--- config.mk ---
export PLATFORM = sky130hd
export DESIGN_NAME = mem_access_ctrl
export DESIGN_NICKNAME = d
export VERILOG_FILES = /design/src/rtl/mem_access_ctrl.sv
export SDC_FILE = /design/constraint.sdc
export NUM_CORES = 1
export LEC_CHECK = 0
export BUFFER_PORTS_ARGS = -buffer_cell sky130_fd_sc_hd__buf_2
export CAP_MARGIN = 15
export CORE_ASPECT_RATIO = 1.4
export CORE_MARGIN = 2
export CORE_UTILIZATION = 40
export CTS_CLUSTER_SIZE = 30
export DETAILED_ROUTE_END_ITERATION = 6
export GPL_TIMING_DRIVEN = 0
export SETUP_SLACK_MARGIN = 0.1
export SYNTH_ARGS = -nofsm -noshare
export SYNTH_HDL_FRONTEND = slang
export SYNTH_SLANG_ARGS = --single-unit
export TNS_END_PERCENT = 1
--- constraint.sdc ---
create_clock -name clk -period 2.6 [get_ports clk]
set_input_delay 0.52 -clock clk [delete_from_list [all_inputs] [get_ports clk]]
set_output_delay 0.52 -clock clk [all_outputs]
set_load 0.005 [all_outputs]
--- src/rtl/mem_access_ctrl.sv ---
// Load/store controller between a core request port and a single-ported data memory.
// Sub-word stores are done as read-modify-write; misaligned accesses return an error.
module mem_access_ctrl #(
    parameter int unsigned RD_LAT = 1
) (
    input  logic        clk,
    input  logic        rst,
    input  logic        req_valid,
    output logic        req_ready,
    input  logic        req_we,
    input  logic [1:0]  req_size,
    input  logic        req_signed,
    input  logic [31:0] req_addr,
    input  logic [31:0] req_wdata,
    output logic        resp_valid,
    output logic [31:0] resp_rdata,
    output logic        resp_err,
    output logic        w_en,
    output logic        r_en,
    output logic [31:0] adr,
    output logic [31:0] instr,
    input  logic [31:0] ans1
);

    typedef enum logic [2:0] {IDLE, RD, RWAIT, MERGE, WR, RESP} state_t;

    state_t      state, state_nx;
    logic        we_q, sgn_q, err_q;
    logic [1:0]  size_q;
    logic [31:0] addr_q;
    logic [15:0] wdata_q;
    logic [31:0] word_q;
    logic [31:0] wr_q;
    logic [1:0]  cnt;
    logic        accept, misal;
    logic [7:0]  lane_b;
    logic [15:0] lane_h;
    logic [31:0] load_val, merged;

    assign accept = (state == IDLE) && req_valid;
    assign misal  = ((req_size == 2'b01) && req_addr[0]) ||
                    (req_size[1] && (req_addr[1:0] != 2'b00));

    always_ff @(posedge clk or negedge rst) begin
        if (!rst) state <= IDLE;
        else      state <= state_nx;
    end

    always_comb begin
        state_nx = state;
        case (state)
            IDLE: begin
                if (req_valid) begin
                    if (misal)                    state_nx = RESP;
                    else if (req_we && req_size[1]) state_nx = WR;
                    else                          state_nx = RD;
                end
            end
            RD:      state_nx = RWAIT;
            RWAIT:   if (cnt == 2'd0) state_nx = we_q ? MERGE : RESP;
            MERGE:   state_nx = WR;
            WR:      state_nx = RESP;
            RESP:    state_nx = IDLE;
            default: state_nx = IDLE;
        endcase
    end

    always_ff @(posedge clk or negedge rst) begin
        if (!rst) begin
            we_q    <= 1'b0;
            sgn_q   <= 1'b0;
            err_q   <= 1'b0;
            size_q  <= '0;
            addr_q  <= '0;
            wdata_q <= '0;
            word_q  <= '0;
            wr_q    <= '0;
            cnt     <= '0;
        end else begin
            if (accept) begin
                we_q    <= req_we;
                sgn_q   <= req_signed;
                err_q   <= misal;
                size_q  <= req_size;
                addr_q  <= req_addr;
                wdata_q <= req_wdata[15:0];
                wr_q    <= req_wdata;
            end
            if (state == RD) cnt <= 2'(RD_LAT - 1);
            // Memory data is only valid on the last wait cycle.
            if (state == RWAIT) begin
                if (cnt == 2'd0) word_q <= ans1;
                else             cnt    <= cnt - 2'd1;
            end
            if (state == MERGE) wr_q <= merged;
        end
    end

    always_comb begin
        lane_b   = word_q[{addr_q[1:0], 3'b000} +: 8];
        lane_h   = word_q[{addr_q[1], 4'b0000} +: 16];
        load_val = word_q;
        merged   = word_q;
        case (size_q)
            2'b00: begin
                load_val = {{24{sgn_q & lane_b[7]}}, lane_b};
                merged[{addr_q[1:0], 3'b000} +: 8] = wdata_q[7:0];
            end
            2'b01: begin
                load_val = {{16{sgn_q & lane_h[15]}}, lane_h};
                merged[{addr_q[1], 4'b0000} +: 16] = wdata_q;
            end
            default: begin
                load_val = word_q;
                merged   = word_q;
            end
        endcase
    end

    assign req_ready  = (state == IDLE) && rst;
    assign r_en       = (state == RD);
    assign w_en       = (state == WR);
    assign resp_valid = (state == RESP);
    assign resp_err   = resp_valid && err_q;
    assign resp_rdata = (resp_valid && !err_q && !we_q) ? load_val : '0;
    assign adr        = {2'b00, addr_q[31:2]};
    assign instr      = wr_q;

endmodule

==> out/metrics.cfg, run 1 <==
[final_layout]
num-fill-cells=1671
fin_nets=1139
syn2layout_area_growth_pct=35.2
diodes=0
multi_input_area_um2=3520
fin_area_um2=9400
final-seq-area_um2=3060
layout.cells.non_filler=1280
drive_gt1_share_pct=38.2
final_common_cell=buf_2
final_cell_mix=211 x buf_2, 188 x nand2_1, 117 x dfrtp_1

[global_route]
grt_usage_pct=26.8
antenna_found_initial=0
grt_overflow=0
grt_max_degree=77
grt_pass1_wl_um=37500
grt_pass1_vias=6782

[route]
vias=7023
postRouteAntennaNets=0
drtIter0Drc=537
wl_per_cell_um=19.3
route.detailed.drc=0
wl_um=24700
viasPerCell=5.49
firstDrtPassIters=5

[cts]
insertion_delay_ns=0.43
root_buffer=clkbuf_16
clkTransAtPathRegs_ns=0.06
clockBufferDepth=2
cts_hold_buf=0
cts.sinks=122
numCtsBuffers=17
tritoncts=yes
cts_max_level=4

[yosys]
syn_area_per_cell_um2=8.76
synthArstFlopShare_pct=100
netlist_instances=794
synth-edff-count=0
ys_ff_latch=122
ys_warn_count=0
syn_area_um2=6950
ys_seq_area_share_pct=43.9
synthFlopType=dfrtp_1
synthDistinctLibCells=52

[sta]
timing.final.crit_share_pct=101
clock.fmax_mhz=382
min_period_ns=2.62
rsz0062_at_grt=true
slew_headroom_pct=50.0
setup_ws_ns=-0.0159
skew_ns=0.0131
slew_violations=0
setup_violations=7
finalHoldViolations=0
worst_slew_pin_slew_ns=0.750

[placement]
dp_cells=1233
placed_cell_area_um2=8290
hpwlAfterDp_um=18200
portBuffers=201
place_congestion=0.985

[run]
cap_violations=0

[critical_path]
crit_top_cell=a21oi_4
path_buf_inv=3
critPathKind=reg2out
path_delay_family=compound AO/OA/AOI/OAI gates
cpPeakStageDelay_ns=0.40
crit_fanout=7
crit_chain=buf_6 > mux2_2 > a21oi_4 > a211o_4 > buf_8 > a21oi_4 > buf_2
endpoint_kind=primary output
crit_path_start_kind=flip-flop
cp_data_arrival_time_ns=2.10
slowest_stage=a211o_4
worstPathRequired_ns=2.08

[hold_path]
hp-class=in2async

[floorplan]
core.rowCount=57
coreArea_um2=17200
initial_core_util_pct=40.5
die-area_um2=18500
pin_count=204
die_w_um=115
die_h_um=160

[outcome]
violations=setup timing
status=finished, violations left

[pwr]
powerDensity_nw_per_um2=1340
p_leak_uw=0.00471
vdd_drop_max_uv=541

[worst reg2reg max path, cell delays in order, from the launching register on]
cell and delay [ns]:
dfrtp_1 0.36, buf_6 0.13, buf_6 0.15, clkinvlp_4 0.16, buf_6 0.18, ha_1 0.38
nor4b_4 0.48, nand4_1 0.16, a41oi_1 0.28, a21o_1 0.11
[registers in the layout, indices dropped and copies added, names as in the netlist, 2 cells and up]
name,flops
word_q,32
state,3
size_q,2
instr,32
wdata_q,16
addr_q,32
cnt,2
[repair_timing]
| item | 4_1_cts | 5_1_grt |
|---|---|---|
| setup buffers | 13 | 1 |
| pin swaps | 2 | 10 |
| endpoints found under the setup margin | 64 | 64 |
| gates resized for setup | 74 | 25 |
| cloned | 1 | 0 |
[final timing paths]
path | startpoint | endpoint | slack (ns) | cells past startpoint
setup / recovery | addr_q[1]$_DFFE_PN0P_ | resp_rdata[30] | -0.02 | 7
hold / removal | rst | addr_q[3]$_DFFE_PN0P_ | 0.01 | 1
setup reg to reg | addr_q[1]$_DFFE_PN0P_ | instr[16]$_DFFE_PN0P_ | 0.15 | 9
hold reg to reg | instr[18]$_DFFE_PN0P_ | instr[18]$_DFFE_PN0P_ | 0.47 | 1
max in group asynchronous | rst | word_q[23]$_DFFE_PN0P_ | 1.83 | 2
min in group clk | req_addr[30] | addr_q[30]$_DFFE_PN0P_ | 0.28 | 3
[power breakdown]
part	leakage [uW]	internal (uW)	switching, uW
clock network	0.000296	1560	916
registers	0.00148	2850	999
logic	0.00294	2760	3550
[logic make-up after synthesis]
logic type	count (synthesis)	synth area share (%)
multiplexers	36	5.96
AO/OA/AOI/OAI	221	21.5
other	1	0.0539
buffers and inverters	125	8.96
flip-flops	122	43.9
AND/OR/NAND/NOR	284	18.8
adder cells (fa/ha/maj)	5	0.900
[through the flow]
stage               util [%]  setup slack, ns  TNS (ns)  hold WS, ns  power (uW)
floorplan                  -            0.280         0        0.224        7190
global placement        48.0            -1.03    -82.14        0.458        9220
detailed placement      48.2           -0.465     -6.35        0.460        9300
CTS                     54.2          0.00751         0       0.0303       12400
global route            54.7          -0.0684    -0.848       0.0479       13400
finish                  54.7          -0.0159   -0.0532       0.0148       12600
[routing by layer]
layer | track usage [%] | vias up | part of all wire (%)
met5 | 0 | - | 0
met1 | 31.8 | 3330 | 38
met2 | 43.6 | 347 | 49
met4 | 17.7 | 0 | 6.6
met3 | 5.01 | 100 | 6.5
li1 | - | 3246 | -
[cell usage after synthesis, drive strengths merged (2+ instances only)]
master | instances | share of area, %
nand2 | 191 | 10
dfrtp | 122 | 44
buf | 58 | 5.3
a21oi | 56 | 4.6
o21ai | 44 | 3.2
clkbuf | 34 | 1.8
inv | 33 | 1.8
mux2 | 33 | 5.3
a22o | 20 | 2.5
nor2 | 20 | 1.1
a31oi | 19 | 1.7
nor4b | 19 | 2.6
a221oi | 16 | 2.0
nor2b | 12 | 1.1
o211ai | 12 | 1.3
nor3 | 11 | 0.79
a21o | 9 | 0.97
a22oi | 8 | 0.86
a41oi | 8 | 1.0
and3 | 8 | 0.72
o22ai | 8 | 0.72
a211oi | 7 | 0.76
nand4 | 7 | 0.63
ha | 5 | 0.90
o31ai | 4 | 0.43
and2 | 3 | 0.27
and3b | 3 | 0.38
nand3 | 3 | 0.22
mux2i | 2 | 0.29
nand2b | 2 | 0.18
nand3b | 2 | 0.22
o211a | 2 | 0.29
[cell type report]
class	count	share of cell area (%)
repair buffers	217	12.6
well taps	236	3.14
clock buffers	19	4.82
flip-flops and latches	122	32.5
multi-input cells	548	37.5
clock inverters	13	1.77
plain buffers	92	6.26
inverters	33	1.36
Power figures use the tool's default switching activity.
==> inputs of run 2 (changes only) <==
Settings changed: MAX_ROUTING_LAYER from default to met4.
==> out/metrics.cfg, run 2 (same netlist as run 1, synthesis figures left out) <==
[run]
cap_violations=0

[placement]
hpwlAfterDp_um=18300
place_congestion=0.963
portBuffers=201
place_ws_ns=-0.472
placed_cell_area_um2=8290

[pwr]
seq_power_share_pct=29.9
power.internal_uw=7470
switchingPower_uw=5390
vdd_drop_max_uv=599
p_leak_uw=0.00474
clock_power_share_pct=21.4
p_sw_share_pct=41.9
p_comb_share_pct=48.8
fin_total_pwr_uw=12900
powerDensity_nw_per_um2=1370

[final_layout]
final_common_cell=buf_2
final_cell_mix=213 x buf_2, 189 x nand2_1, 116 x dfrtp_1
final_core_util_pct=54.8
syn2layout_area_growth_pct=35.4
num-fill-cells=1649
fin_nets=1138
diodes=0
drive_gt1_share_pct=37.9
fin_area_um2=9410

[hold_path]
hp-class=in2async

[route]
vias=7033
wl_um=25000
route.detailed.drc=0
postRouteAntennaNets=0
wl_per_cell_um=19.6
viasPerCell=5.50
firstDrtPassIters=5
drtIter0Drc=482

[sta]
hold_ws_ns=0.00540
rsz0062_at_grt=true
setup_ws_ns=0.00367
clock.fmax_mhz=385
worst_slew_pin_slew_ns=0.734
timing.final.crit_share_pct=99.9
slew_headroom_pct=51.1
min_period_ns=2.60
setup_violations=0
skew_ns=0.0106
finalHoldViolations=0
slew_violations=0

[critical_path]
slowest_stage=mux4_2
path_delay_family=multiplexers
cp_data_arrival_time_ns=2.08
crit_path_start_kind=flip-flop
path_buf_inv=3
crit_fanout=7
critPathKind=reg2out
worstPathRequired_ns=2.08
cpPeakStageDelay_ns=0.51
crit_chain=mux4_2 > buf_4 > a31oi_4 > buf_12 > a221oi_2 > buf_2
endpoint_kind=primary output
r2r-start=state[0]$_DFFE_PN0P_
cp-startpoint=word_q[31]$_DFFE_PN0P_

[cts]
numCtsBuffers=17
cts_max_level=4
tritoncts=yes
clkTransAtPathRegs_ns=0.06
clockBufferDepth=2
cts.sinks=122
insertion_delay_ns=0.43
root_buffer=clkbuf_16

[floorplan]
die-area_um2=18500
core.rowCount=57
initial_core_util_pct=40.5
coreArea_um2=17200
pin_count=204
die_h_um=160
die_w_um=115

[global_route]
grt_pass1_wl_um=37900
grt_pass1_vias=6776
grt_usage_pct=27.8
grt_overflow=0
antenna_found_initial=0
grt_max_degree=81

[outcome]
status=completed

==> run 2: changes by cell type in the layout (fill, tap and decap cells not counted), moves of 3 or more <==
| cell | delta |
|---|---|
| bufinv_16 | +3 |
| clkinvlp_4 | -3 |
| clkbuf_2 | -3 |
| clkbuf_4 | -3 |
==> run 2: layout make-up <==
class	instances	area (um^2)	area share (%)
multi-input cells	548	3480	37.0
clock buffers	21	470	5.00
well taps	236	295	3.14
clock inverters	11	215	2.29
repair buffers	216	1180	12.5
inverters	33	124	1.32
flip-flops and latches	122	3060	32.5
plain buffers	92	587	6.23
==> run 2: worst paths after layout <==
kind,end,depth (start not counted),slack (ns)
max,resp_rdata[9],6,0.004
min,addr_q[3]$_DFFE_PN0P_,1,0.005
max reg2reg,addr_q[0]$_DFFE_PN0P_,5,0.24
min reg2reg,instr[22]$_DFFE_PN0P_,1,0.47
max in group asynchronous,word_q[23]$_DFFE_PN0P_,2,1.81
min in group clk,addr_q[31]$_DFFE_PN0P_,3,0.28
==> run 2: routing by layer <==
layer	share of wire [%]	vias up	GRT usage, %
li1	-	3255	-
met1	39	3329	32.9
met2	49	350	43.8
met3	6.2	99	5.31
met4	5.8	0	16.3
met5	0	-	-
==> run 2: power by group through the flow <==
stage	Clock, uW	Combinational (uW)	Sequential (uW)
2_1_floorplan	0	3740	3450
3_3_place_gp	0	5400	3850
3_5_place_dp	0	5460	3870
4_1_cts	2790	6040	3800
5_1_grt	2870	6860	3920
6_report	2750	6270	3840
==> run 2: through the flow <==
step / TNS (ns) / std cells
floorplan: 0 / 795
CTS: 0 / 1277
global placement: -83.17 / 1232
finish: 0 / 1279
detailed placement: -7.14 / 1233
global route: -0.256 / 1279
==> run 2: repair_timing <==
| action | in CTS | in global routing |
|---|---|---|
| cloned | 1 | 0 |
| hold buffers | 0 | 0 |
| pin swaps | 7 | 5 |
| endpoints found under the setup margin | 64 | 59 |
| gates resized for setup | 67 | 34 |
| buffers inserted | 11 | 2 |
==> inputs of run 3 (changes only) <==
Settings changed: CELL_PAD_IN_SITES_DETAIL_PLACEMENT from default to 1, CELL_PAD_IN_SITES_GLOBAL_PLACEMENT from default to 1, CORE_UTILIZATION 40 to 39, PLACE_DENSITY_LB_ADDON from default to 0.1.
==> out/metrics.cfg, run 3 (same netlist as run 1, synthesis figures left out) <==
[route]
viasPerCell=5.56
postRouteAntennaNets=0
wl_per_cell_um=20.9
wl_met2_um=13300
firstDrtPassIters=4
routed.top_layer=met4
vias=7095
drtIter0Drc=363
wl_met3_um=1460
wl_um=26700
wl_met1_um=10500
route.detailed.drc=0

[cts]
clockBufferDepth=2
root_buffer=clkbuf_16
tritoncts=yes
insertion_delay_ns=0.43
cts_max_level=4
cts.sinks=122
numCtsBuffers=17
clkTransAtPathRegs_ns=0.06

[sta]
finalHoldViolations=0
timing.final.crit_share_pct=101
slew_violations=0
slew_headroom_pct=43.7
clock.fmax_mhz=383
setup_violations=2
skew_ns=0.00948
worst_slew_pin_slew_ns=0.845
rsz0062_at_grt=true
min_period_ns=2.61
tns_ns=-0.0165
setup_ws_ns=-0.0132
hold_ws_ns=0.0522

[placement]
place_congestion=0.979
place_ws_ns=-0.469
hpwlAfterDp_um=19700
portBuffers=201
dp_cells=1233

[critical_path]
worst-r2r-setup-slack_ns=0.28
ff2ff_path_depth=9
crit_fanout=7
path_delay_family=multiplexers
r2r-start=addr_q[1]$_DFFE_PN0P_
worstPathRequired_ns=2.08
slowest_stage=mux4_2
critPathKind=reg2out
reg2reg_to=instr[16]$_DFFE_PN0P_
crit_cells=6
crit_chain=mux4_2 > buf_4 > a31oi_4 > buf_12 > a221oi_1 > buf_2
path_buf_inv=3
crit_path_start_kind=flip-flop
cpPeakStageDelay_ns=0.51
cp_data_arrival_time_ns=2.09
endpoint_kind=primary output

[final_layout]
syn2layout_area_growth_pct=34.9
layout.cells.non_filler=1276
drive_gt1_share_pct=38.3
fin_nets=1135
num-fill-cells=2132
final_common_cell=buf_2
final_cell_mix=213 x buf_2, 188 x nand2_1, 118 x dfrtp_1
diodes=0

[floorplan]
initial_core_util_pct=40.0
coreArea_um2=17400
core.rowCount=57
die-area_um2=18900
pin_count=204
die_w_um=117
die_h_um=162

[global_route]
grt_pass1_vias=7254
grt_pass1_wl_um=40800
grt_usage_pct=29.1
grt_max_degree=68
antenna_found_initial=0
grt_overflow=0

[pwr]
powerDensity_nw_per_um2=1370
p_leak_uw=0.00470
vdd_drop_max_uv=531

[outcome]
status=finished, violations left
violations=setup timing

[hold_path]
hp-class=in2async

[run]
cap_violations=0

run 3: timing repair:
item,in CTS,in global routing
buffers inserted,10,1
hold buffers,0,0
pin swaps,6,12
resized for setup,79,29
endpoints found under the setup margin,64,51
run 3: per-layer routing:
metal | global-route usage (%) | vias to the layer above
met1 | 33.6 | 3455
met3 | 5.52 | 88
li1 | - | 3237
met2 | 47.9 | 315
met4 | 15.0 | 0
met5 | - | -
run 3: worst max path at each step:
stage                                      end              startpoint
final                           resp_rdata[10]  word_q[31]$_DFFE_PN0P_
after global routing            resp_rdata[27]   addr_q[0]$_DFFE_PN0P_
after CTS                       resp_rdata[11]   word_q[7]$_DFFE_PN0P_
after detailed placement  instr[9]$_DFFE_PN0P_   addr_q[1]$_DFFE_PN0P_
after global placement               req_ready                     rst
after floorplan           instr[9]$_DFFE_PN0P_   addr_q[1]$_DFFE_PN0P_
run 3: where the power goes:
group	switching (uW)	total, uW	internal [uW]
clock	919	2450	1530
sequential	1010	3860	2850
combinational	3690	6530	2840
total	5620	12800	7220
run 3: area by class of cell:
cell class                      count  area, um^2  area share [%]
Buffer                             92         641            6.83
Sequential cell                   122        3060            32.6
Timing Repair Buffer              213        1130            12.1
Inverter                           33         124            1.32
Clock buffer                       18         439            4.68
Clock inverter                     14         171            1.83
Multi-Input combinational cell    548        3520            37.5
Tap cell                          236         295            3.15
run 3: per-stage QoR:
step	util (%)	total power [uW]	area, um^2
floorplan	-	7190	6960
CTS	53.3	12600	9270
global placement	47.5	9290	8260
finish	53.9	12800	9380
detailed placement	47.6	9460	8290
global route	53.9	13700	9380
run 3: worst register-to-register path: stages (launching register included):
cell and delay [ns]:
dfrtp_1 0.40, buf_6 0.15, buf_6 0.16, inv_2 0.08, clkbuf_8 0.19, ha_4 0.32, nor4b_4 0.41, nand4_1 0.22
a41oi_2 0.24, a21o_1 0.10
